**config.mk**
```make
export PLATFORM = sky130hd
export DESIGN_NAME = axi_lite_master
export DESIGN_NICKNAME = d
export VERILOG_FILES = /design/src/rtl/axi_lite_master.sv
export SDC_FILE = /design/constraint.sdc
export NUM_CORES = 1
export LEC_CHECK = 0
export ABC_AREA = 0
export CELL_PAD_IN_SITES_DETAIL_PLACEMENT = 2
export CELL_PAD_IN_SITES_GLOBAL_PLACEMENT = 2
export CORE_MARGIN = 2
export CORE_UTILIZATION = 25
export CTS_CLUSTER_DIAMETER = 50
export DETAILED_ROUTE_END_ITERATION = 7
export GPL_TIMING_DRIVEN = 1
export PLACE_DENSITY = 0.92
export SETUP_SLACK_MARGIN = 0.1
export SLEW_MARGIN = 5
export SYNTH_ARGS = -nofsm -noshare
export SYNTH_HDL_FRONTEND = slang
export SYNTH_SLANG_ARGS = --single-unit
```
**constraint.sdc**
```tcl
create_clock -name clk -period 2.5 [get_ports clk]
set_clock_uncertainty 0.2 [all_clocks]
set_input_delay 0.75 -clock clk [delete_from_list [all_inputs] [get_ports clk]]
set_output_delay 0.75 -clock clk [all_outputs]
set_load 0.01 [all_outputs]
```
**src/rtl/axi_lite_master.sv**
```systemverilog
// ---------------------------------------------------------------------------
// axi_lite_master
//   Turns a simple one-at-a-time command/response interface into AXI4-Lite
//   transactions. Only one transaction is outstanding at a time.
//
//   Optional feature macro: AXIL_MASTER_TIMEOUT_EN
//     When defined, the block gives up on a missing B/R response after 255
//     waiting cycles and reports SLVERR (2'b10) with zero data.
//
//   Handshake rule for every valid/ready pair on this block:
//     a transfer happens on the rising clk edge where valid && ready are both
//     high. Once valid is raised, it and its payload stay unchanged until that
//     edge.
//
//   Ports
//     clk, reset        : clock, asynchronous active-low reset
//     cmd_*             : command request (valid/ready, write, addr, wdata, wstrb)
//     rsp_*             : result (valid/ready, rdata, resp)
//     aw*/w*/b*         : AXI4-Lite write channels
//     ar*/r*            : AXI4-Lite read channels
//     o_dbg_state       : current FSM state encoding, for observation only
// ---------------------------------------------------------------------------
module axi_lite_master #(
    parameter int AXIL_DATA_WIDTH = 32,
    parameter int AXIL_ADDR_WIDTH = 4
) (
    input  logic                         clk,
    input  logic                         reset,
    input  logic                         cmd_valid,
    output logic                         cmd_ready,
    input  logic                         cmd_write,
    input  logic [AXIL_ADDR_WIDTH-1:0]   cmd_addr,
    input  logic [AXIL_DATA_WIDTH-1:0]   cmd_wdata,
    input  logic [AXIL_DATA_WIDTH/8-1:0] cmd_wstrb,
    output logic                         rsp_valid,
    input  logic                         rsp_ready,
    output logic [AXIL_DATA_WIDTH-1:0]   rsp_rdata,
    output logic [1:0]                   rsp_resp,
    output logic                         awvalid,
    input  logic                         awready,
    output logic [AXIL_ADDR_WIDTH-1:0]   awaddr,
    output logic                         wvalid,
    input  logic                         wready,
    output logic [AXIL_DATA_WIDTH-1:0]   wdata,
    output logic [AXIL_DATA_WIDTH/8-1:0] wstrb,
    input  logic                         bvalid,
    output logic                         bready,
    input  logic [1:0]                   bresp,
    output logic                         arvalid,
    input  logic                         arready,
    output logic [AXIL_ADDR_WIDTH-1:0]   araddr,
    input  logic                         rvalid,
    output logic                         rready,
    input  logic [AXIL_DATA_WIDTH-1:0]   rdata,
    input  logic [1:0]                   rresp,
    output logic [2:0]                   o_dbg_state
);

    typedef enum logic [2:0] {
        IDLE    = 3'd0,
        WR_REQ  = 3'd1,
        WR_RESP = 3'd2,
        RD_REQ  = 3'd3,
        RD_RESP = 3'd4,
        DONE    = 3'd5
    } state_t;

    state_t                         r_state;
    state_t                         w_next_state;

    logic                           r_awvalid;
    logic                           r_wvalid;
    logic                           r_bready;
    logic                           r_arvalid;
    logic                           r_rready;
    logic                           r_rsp_valid;
    logic [AXIL_ADDR_WIDTH-1:0]     r_awaddr;
    logic [AXIL_ADDR_WIDTH-1:0]     r_araddr;
    logic [AXIL_DATA_WIDTH-1:0]     r_wdata;
    logic [AXIL_DATA_WIDTH/8-1:0]   r_wstrb;
    logic [AXIL_DATA_WIDTH-1:0]     r_rsp_rdata;
    logic [1:0]                     r_rsp_resp;

    // A channel counts as finished if it already completed earlier or
    // completes on this edge; this lets AW and W finish in either order.
    logic                           w_aw_done;
    logic                           w_w_done;
    logic                           w_timeout;

    assign w_aw_done = ~r_awvalid | awready;
    assign w_w_done  = ~r_wvalid  | wready;

`ifdef AXIL_MASTER_TIMEOUT_EN
    logic [7:0] r_wait_cnt;

    // Counter sits at zero outside the response states, so it starts from
    // zero on entry; the 255th waiting cycle sees a count of 254.
    assign w_timeout = ((r_state == WR_RESP) || (r_state == RD_RESP)) &&
                       (r_wait_cnt == 8'd254);

    always_ff @(posedge clk or negedge reset) begin
        if (!reset) begin
            r_wait_cnt <= 8'd0;
        end else if ((r_state == WR_RESP) || (r_state == RD_RESP)) begin
            r_wait_cnt <= r_wait_cnt + 8'd1;
        end else begin
            r_wait_cnt <= 8'd0;
        end
    end
`else
    assign w_timeout = 1'b0;
`endif

    always_ff @(posedge clk or negedge reset) begin
        if (!reset) begin
            r_state <= IDLE;
        end else begin
            r_state <= w_next_state;
        end
    end

    always_comb begin
        w_next_state = r_state;
        case (r_state)
            IDLE:    if (cmd_valid)              w_next_state = cmd_write ? WR_REQ : RD_REQ;
            WR_REQ:  if (w_aw_done && w_w_done)  w_next_state = WR_RESP;
            WR_RESP: if (bvalid || w_timeout)    w_next_state = DONE;
            RD_REQ:  if (arready)                w_next_state = RD_RESP;
            RD_RESP: if (rvalid || w_timeout)    w_next_state = DONE;
            DONE:    if (rsp_ready)              w_next_state = IDLE;
            default:                             w_next_state = IDLE;
        endcase
    end

    // Registered AXI and response outputs, updated on the same conditions
    // that move the FSM so every output changes together with the state.
    always_ff @(posedge clk or negedge reset) begin
        if (!reset) begin
            r_awvalid   <= 1'b0;
            r_wvalid    <= 1'b0;
            r_bready    <= 1'b0;
            r_arvalid   <= 1'b0;
            r_rready    <= 1'b0;
            r_rsp_valid <= 1'b0;
            r_awaddr    <= '0;
            r_araddr    <= '0;
            r_wdata     <= '0;
            r_wstrb     <= '0;
            r_rsp_rdata <= '0;
            r_rsp_resp  <= 2'b00;
        end else begin
            case (r_state)
                IDLE: begin
                    if (cmd_valid) begin
                        if (cmd_write) begin
                            r_awvalid <= 1'b1;
                            r_wvalid  <= 1'b1;
                            r_awaddr  <= cmd_addr;
                            r_wdata   <= cmd_wdata;
                            r_wstrb   <= cmd_wstrb;
                        end else begin
                            r_arvalid <= 1'b1;
                            r_araddr  <= cmd_addr;
                        end
                    end
                end
                WR_REQ: begin
                    if (awready)                r_awvalid <= 1'b0;
                    if (wready)                 r_wvalid  <= 1'b0;
                    if (w_aw_done && w_w_done)  r_bready  <= 1'b1;
                end
                WR_RESP: begin
                    if (bvalid) begin
                        r_bready    <= 1'b0;
                        r_rsp_valid <= 1'b1;
                        r_rsp_resp  <= bresp;
                        r_rsp_rdata <= '0;
                    end else if (w_timeout) begin
                        r_bready    <= 1'b0;
                        r_rsp_valid <= 1'b1;
                        r_rsp_resp  <= 2'b10;
                        r_rsp_rdata <= '0;
                    end
                end
                RD_REQ: begin
                    if (arready) begin
                        r_arvalid <= 1'b0;
                        r_rready  <= 1'b1;
                    end
                end
                RD_RESP: begin
                    if (rvalid) begin
                        r_rready    <= 1'b0;
                        r_rsp_valid <= 1'b1;
                        r_rsp_resp  <= rresp;
                        r_rsp_rdata <= rdata;
                    end else if (w_timeout) begin
                        r_rready    <= 1'b0;
                        r_rsp_valid <= 1'b1;
                        r_rsp_resp  <= 2'b10;
                        r_rsp_rdata <= '0;
                    end
                end
                DONE: begin
                    if (rsp_ready) r_rsp_valid <= 1'b0;
                end
                default: ;
            endcase
        end
    end

    assign cmd_ready   = (r_state == IDLE);
    assign rsp_valid   = r_rsp_valid;
    assign rsp_rdata   = r_rsp_rdata;
    assign rsp_resp    = r_rsp_resp;
    assign awvalid     = r_awvalid;
    assign awaddr      = r_awaddr;
    assign wvalid      = r_wvalid;
    assign wdata       = r_wdata;
    assign wstrb       = r_wstrb;
    assign bready      = r_bready;
    assign arvalid     = r_arvalid;
    assign araddr      = r_araddr;
    assign rready      = r_rready;
    assign o_dbg_state = r_state;

endmodule

```
Word-level counts from Yosys, hierarchy flattened --
Cells that the tools add are included. W data, S select, Z words.
Storage, ports and cells: bits in registers 87, input bits 86, output and inout port bits 88
Operators by class: eq/ne operators 15, mux-type cells 34, bitwise gates (word level) 5, reductions and logical operators 18
Operators with widths (count):
- $mux W32 | 2
- $pmux W32 S2 | 1
- $mux W3 | 6
- $ne A2 B2 Y1 const B | 9
- $pmux W3 S6 | 1
- $reduce_and A4 Y1 | 4
- $reduce_and A3 Y1 | 5
- $mux W1 | 14
- $pmux W1 S2 | 5
- $reduce_bool A2 Y1 | 5
- $eq A3 B2 Y1 const B | 2
- $eq A3 B3 Y1 const B | 2
- $mux W2 | 3
- $reduce_and A6 Y1 | 1
- $pmux W2 S2 | 1
- $eq A3 B1 Y1 const B | 1
- $logic_not A3 Y1 | 1
- $not A1 Y1 | 3
- $pmux W1 S3 | 1
- $reduce_bool A3 Y1 | 1
- $ne A2 B1 Y1 const B | 1
- $or A1 B1 Y1 | 2
- $logic_and A1 B1 Y1 | 1

Depth between registers and ports, before layout --
Gate-level depths: netlist (run 1).
word-level depth 5, depth in mapped cells 7

Least setup slack after synthesis (run 1) --
OpenSTA, ideal clock, no wires.
kind register -> output, from register r_state[1], in the netlist o_dbg_state[1], to output cmd_ready, arrival 962 ps, slack 588 ps, stages on the path, launching flop included 4, path through dfrtp_1 buf_4 or2_1 nor2_1
On the way: word-level cells in the longest chain between the ends 1
RTL lines:
- start, declared | RTL line 68 | state_t r_state;
- start signal, assigned | RTL line 118 | r_state <= w_next_state;
- $logic_not A3 Y1 | RTL line 212 | assign cmd_ready = (r_state == IDLE);
- end, declared | RTL line 30 | output logic cmd_ready,
Every way passes these cells.

Final worst setup path (run 1) --
from register r_state[2], in the netlist o_dbg_state[2], to output cmd_ready
Same word-level chain as after synthesis.

==> results.yml, run 1 <==
setup_path:
  rr_endpoint: "o_dbg_state[0]"
  critPathRequiredTime_ns: 1.55
  path_class: "reg -> out"
  crit_start: "o_dbg_state[2]"
  start_kind: "register"
  r2r_slack_ns: 0.56
  end_kind: "output port"
  rr_startpoint: "o_dbg_state[0]"
  worstPathArrival_ns: 1.37
  worstSetupEndpoint: "cmd_ready"
  critPathMaxFanout: 2
  reg2regPathDepth: 5
cells_and_area:
  drive_gt1_share_pct: 7.66
  layoutNonFillerInstCount: 594
  design_area_um2: 5710
  final_nets: 499
  area_delta_synth_final_pct: 68.2
  fin_util_pct: 43.1
  diodes: 0
sta:
  hold_ws_ns: 0.190
  relSlewSlack_pct: 63.1
  finalMaxSlewViolations: 0
  finalSetupTns_ns: 0
  tightest_slew_ns: 0.554
  setup_viol: 0
  post-route-period-util_pct: 92.7
  fin_crit_ns: 2.32
  final_hold_viol_count: 0
  worst_slack_ns: 0.184
  timing.fmax_ghz: 0.432
  rsz0062_at_grt: "no"
floorplanning:
  rows: 42
  die_h_um: 121
  design.core.area_um2: 13200
  die-area_um2: 14500
  pin_count: 174
  start_util_pct: 25.6
  die_width_um: 121
power_and_ir_drop:
  power_leakage_nw: 2.44
  power_mw: 6.86
  power.density_nw_per_um2: 1200
  peakVddDrop_mv: 0.339
drt:
  dr.pass1.iters: 4
  drt_iter0_markers: 82
  drc: 0
  routed_wl_um: 10800
  vias: 2699
  wire_per_inst_um: 18.2
  ant_nets: 0
  viasPerCell: 4.54
synthesis:
  synth_top_area_cell: "dfrtp_1"
  synth.distinct_cells: 30
  synthTopCellsByCount: "87 x dfrtp_1, 44 x mux2_1, 32 x a22o_1, 12 x buf_2, 10 x o21ai_0"
  synth_area_um2: 3390
  netlist_instances: 236
  synth_edf_count: 0
  synth_ff_type: "dfrtp_1"
  synth_seq_cells: 87
  seq_area_frac_synth_pct: 64.2
  synth.net_count: 322
  synth_top_area_share_pct: 64.2
  synth.avg_cell_area_um2: 14.4
  synth_area_leaders: "dfrtp_1 64%, mux2_1 15%, a22o_1 8.3%"
  synth_most_common_cell: "dfrtp_1"
  synth_warnings: 0
  synth-async-reset-ratio_pct: 100
grt:
  overflow: 0
  grt_first_pass_wirelength_um: 17200
  grt_pass1_vias: 3091
  grt_usage_pct: 15.3
  grt_max_degree: 48
  antenna_found_initial: 0
place:
  place_ws_ns: -0.0512
  dp_hpwl_um: 8240
  port_buffers: 173
  dp.cells: 578
  place_congestion: 0.751
  dpl_cell_area_um2: 5380
cts:
  cts_root_buffer: "clkbuf_16"
  cts_buffers: 9
  cts_tree: "built"
  clock_insertion_delay_worst_skew_ns: 0.33
  clk_transition_reported_paths_ns: 0.07
  cts_setup_buffers: 0
  clock_path_buffers: 2
  numClockSinks: 87
  htree_num_levels: 3
worst_hold_path:
  hold_path.class: "in -> async"
flow_run:
  max_cap_viol_count: 0
status:
  outcome: "finished, final reports clean"
## routing by layer
metal / share of wire [%] / global-route usage (%) / vias to the layer above / wire (µm)
met4: 0.90 / 3.71 / 0 / 97
met2: 50 / 25.8 / 127 / 5340
li1: - / - / 1205 / -
met3: 9.1 / 6.18 / 10 / 986
met1: 40 / 18.3 / 1357 / 4370
met5: 0 / 0 / - / 0
## sequential cells by signal, indices dropped and copies added (netlist names), 2 cells and up
name,flops
rsp_rdata,32
wdata,32
araddr,4
awaddr,4
wstrb,4
o_dbg_state,3
rsp_resp,2
## cell families after synthesis
logic type      Yosys count  share of synthesized area [%]
buf+inv                  20                           2.99
compound gates           56                           13.0
flops                    87                           64.2
mux                      47                           15.6
simple gates             26                           4.24
## how the worst min path moves through the flow
stage	from	endpoint	slack [ns]	depth (start not counted)
after floorplan	reset	araddr[0]	0.25	0
after global placement	araddr[3]	araddr[3]	0.27	1
after detailed placement	rsp_resp[1]	rsp_resp[1]	0.28	2
after CTS	reset	o_dbg_state[0]	0.22	1
after global routing	reset	wdata[15]	0.22	1
final	reset	wdata[15]	0.19	1
## power breakdown
group | switching, mW | internal (mW)
Clock | 0.574 | 0.883
Sequential | 0.375 | 2.03
Combinational | 1.23 | 1.76
## what timing repair did
item	4_1_cts	5_1_grt
hold buffers	0	0
gates cloned	0	0
endpoints found under the setup margin	1	2
resized for setup	1	2
## placed cells by master, fill, tap and decap left out, drive strengths merged, types with 3 or more instances in the layout
cell type and instances:
clkbuf 10, a22o 32, nor2 5, inv 5
dfrtp 87, clkdlybuf4s50 169, nand2 8, mux2 45
a31oi 3, nand2b 6, o21ai 12, buf 10
## area by class of cell
cell class                 count  area (µm²)
sequential                    87        2180
clock inverter                 6        93.8
multi-input combinational    129        1120
timing repair buffer         182        1850
fill                        1342        7530
clock buffer                  10         229
tap                          176         220
inverter                       4        15.0
## critical path: stages, from the launching register on
cell           delay, ns
dfrtp_1             0.37
or2_1               0.26
nor2_1              0.13
dlygate4sd2_1       0.28
Power figures use the tool's default switching activity.
==> inputs of run 2 (changes only) <==
--- a/config.mk
+++ b/config.mk
@@ -14,7 +14,7 @@
 export DETAILED_ROUTE_END_ITERATION = 7
 export GPL_TIMING_DRIVEN = 1
 export PLACE_DENSITY = 0.92
-export SETUP_SLACK_MARGIN = 0.1
+export SETUP_SLACK_MARGIN = 0.15
 export SLEW_MARGIN = 5
 export SYNTH_ARGS = -nofsm -noshare
 export SYNTH_HDL_FRONTEND = slang
==> run 2 against run 1 <==
Effect of this change: worst setup slack better by 0.062 ns; non-clock buffer count unchanged; register-to-register slack is essentially flat; sequential power about the same; fmax is 2.7% higher; first-iteration DRC count stayed put; power down 0.13%; final area decreased by 0.20%; flip-flop and latch count is the same; sequential share of layout area rose by 0.075 points.
==> results.yml, run 2 (synthesis gave the netlist of run 1 again) <==
cells_and_area:
  n_fill_cell: 1343
  area.sequential_um2: 2180
  layout_common_cells: "169 x clkdlybuf4s50_1, 87 x dfrtp_1, 44 x mux2_1, 32 x a22o_1, 10 x o21ai_0"
  final_common_cell: "clkdlybuf4s50_1"
  drive_gt1_share_pct: 7.89
  layoutNonFillerInstCount: 594
  final_nets: 499
  multi_input_area_um2: 1120
  diodes: 0
  area_delta_synth_final_pct: 67.9
sta:
  tightest_slew_ns: 0.553
  relSlewSlack_pct: 63.1
  fin_crit_ns: 2.25
  hold_ws_ns: 0.188
  setup_viol: 0
  worst_slack_ns: 0.245
  rsz0062_at_grt: "no"
  post-route-period-util_pct: 90.2
  finalMaxSlewViolations: 0
  finalSetupTns_ns: 0
  timing.fmax_ghz: 0.444
  final_hold_viol_count: 0
setup_path:
  end_kind: "output port"
  cp.buffers_inverters: 1
  rr_startpoint: "o_dbg_state[0]"
  reg2regPathDepth: 5
  critPathRequiredTime_ns: 1.55
  r2r_slack_ns: 0.57
  crit_family: "buffers and inverters"
  path_class: "reg -> out"
  critPathMaxFanout: 4
  path_cells: "clkdlybuf4s50_1"
  slowest_stage: "clkdlybuf4s50_1"
  worstPathArrival_ns: 1.30
  rr_endpoint: "o_dbg_state[0]"
  max_stage_delay_ns: 0.58
  start_kind: "register"
cts:
  clk_transition_reported_paths_ns: 0.07
  cts_tree: "built"
  cts_setup_buffers: 0
  clock_path_buffers: 2
  clock_insertion_delay_worst_skew_ns: 0.33
  cts_buffers: 9
  htree_num_levels: 3
  cts_hold_buf: 0
  cts_root_buffer: "clkbuf_16"
  numClockSinks: 87
grt:
  grt_max_degree: 48
  grt_first_pass_wirelength_um: 17200
  antenna_found_initial: 0
  grt_usage_pct: 15.3
  overflow: 0
  grt_pass1_vias: 3091
power_and_ir_drop:
  seqPwrFrac_pct: 35.2
  power_leakage_nw: 2.41
  switchingPower_mw: 2.18
  peakVddDrop_mv: 0.339
  internal_power_mw: 4.67
  switching_share_pct: 31.8
  p_comb_share_pct: 43.6
  power_mw: 6.85
  pwr-share-clk_pct: 21.3
  power.density_nw_per_um2: 1200
floorplanning:
  die-area_um2: 14500
  die_width_um: 121
  start_util_pct: 25.6
  die_h_um: 121
  design.core.area_um2: 13200
  rows: 42
  pin_count: 174
place:
  dp.cells: 578
  place_congestion: 0.751
  dp_hpwl_um: 8240
  place_ws_ns: -0.0512
  port_buffers: 173
drt:
  wire_per_inst_um: 18.2
  drc: 0
  met2WireLength_um: 5350
  routed_wl_um: 10800
  wirelength_met1_um: 4360
  drt_iter0_markers: 82
  viasPerCell: 4.55
  dr.pass1.iters: 4
  ant_nets: 0
  vias: 2700
  maxUsedRoutingLayer: "met4"
  route.met3.wl_um: 986
status:
  outcome: "finished, final reports clean"
worst_hold_path:
  hold_path.class: "in -> async"
flow_run:
  max_cap_viol_count: 0
[run 2: worst max path at each step]
stage                               from        endpoint  slack [ns]  cells past startpoint
after floorplan           o_dbg_state[1]       cmd_ready        0.59                      3
after global placement            bvalid  o_dbg_state[0]        0.05                      5
after detailed placement       cmd_valid       araddr[3]       -0.05                      4
after CTS                 o_dbg_state[2]       cmd_ready        0.14                      3
after global routing              wvalid          wvalid        0.21                      1
final                             wvalid          wvalid        0.25                      1
[run 2: layout make-up]
| cell class | instances | share of cell area (%) |
|---|---|---|
| clock buffers | 10 | 4.02 |
| clock inverters | 6 | 1.65 |
| inverters | 4 | 0.264 |
| multi-input cells | 129 | 19.7 |
| flip-flops and latches | 87 | 38.2 |
| well taps | 176 | 3.87 |
| repair buffers | 182 | 32.3 |
[run 2: power groups by stage]
stage	clock network [mW]	logic (mW)	registers [mW]
6_report	1.46	2.98	2.41
5_1_grt	1.55	3.22	2.51
4_1_cts	1.50	3.05	2.42
3_5_place_dp	0	3.05	2.43
3_3_place_gp	0	2.91	2.39
2_1_floorplan	0	0.978	2.66
[run 2: worst reg2reg max path, delay by kind of cell (launching register included)]
kind                   cells  cell delay (ns)
muxes                      1             0.33
and+or+nand+nor            2             0.40
DFF                        1             0.40
AOI/OAI and AO/OA          1             0.30
buffers and inverters      1             0.20
[run 2: metrics by stage]
step                      instance area [µm²]  utilization, %
after floorplan                          3390               -
after global routing                     5700            43.0
after CTS                                5700            43.0
final                                    5700            43.0
after global placement                   5380            40.6
after detailed placement                 5380            40.6
[run 2: timing repair]
item | CTS | global route
cloned | 0 | 0
endpoints found under the setup margin | 3 | 1
resized for setup | 3 | 2
pin swaps | 0 | 0
[run 2: layer usage]
| layer | vias to the layer above | global-route usage, % |
|---|---|---|
| met4 | 0 | 3.71 |
| met2 | 127 | 25.8 |
| li1 | 1205 | - |
| met3 | 10 | 6.18 |
| met1 | 1358 | 18.3 |
| met5 | - | 0 |
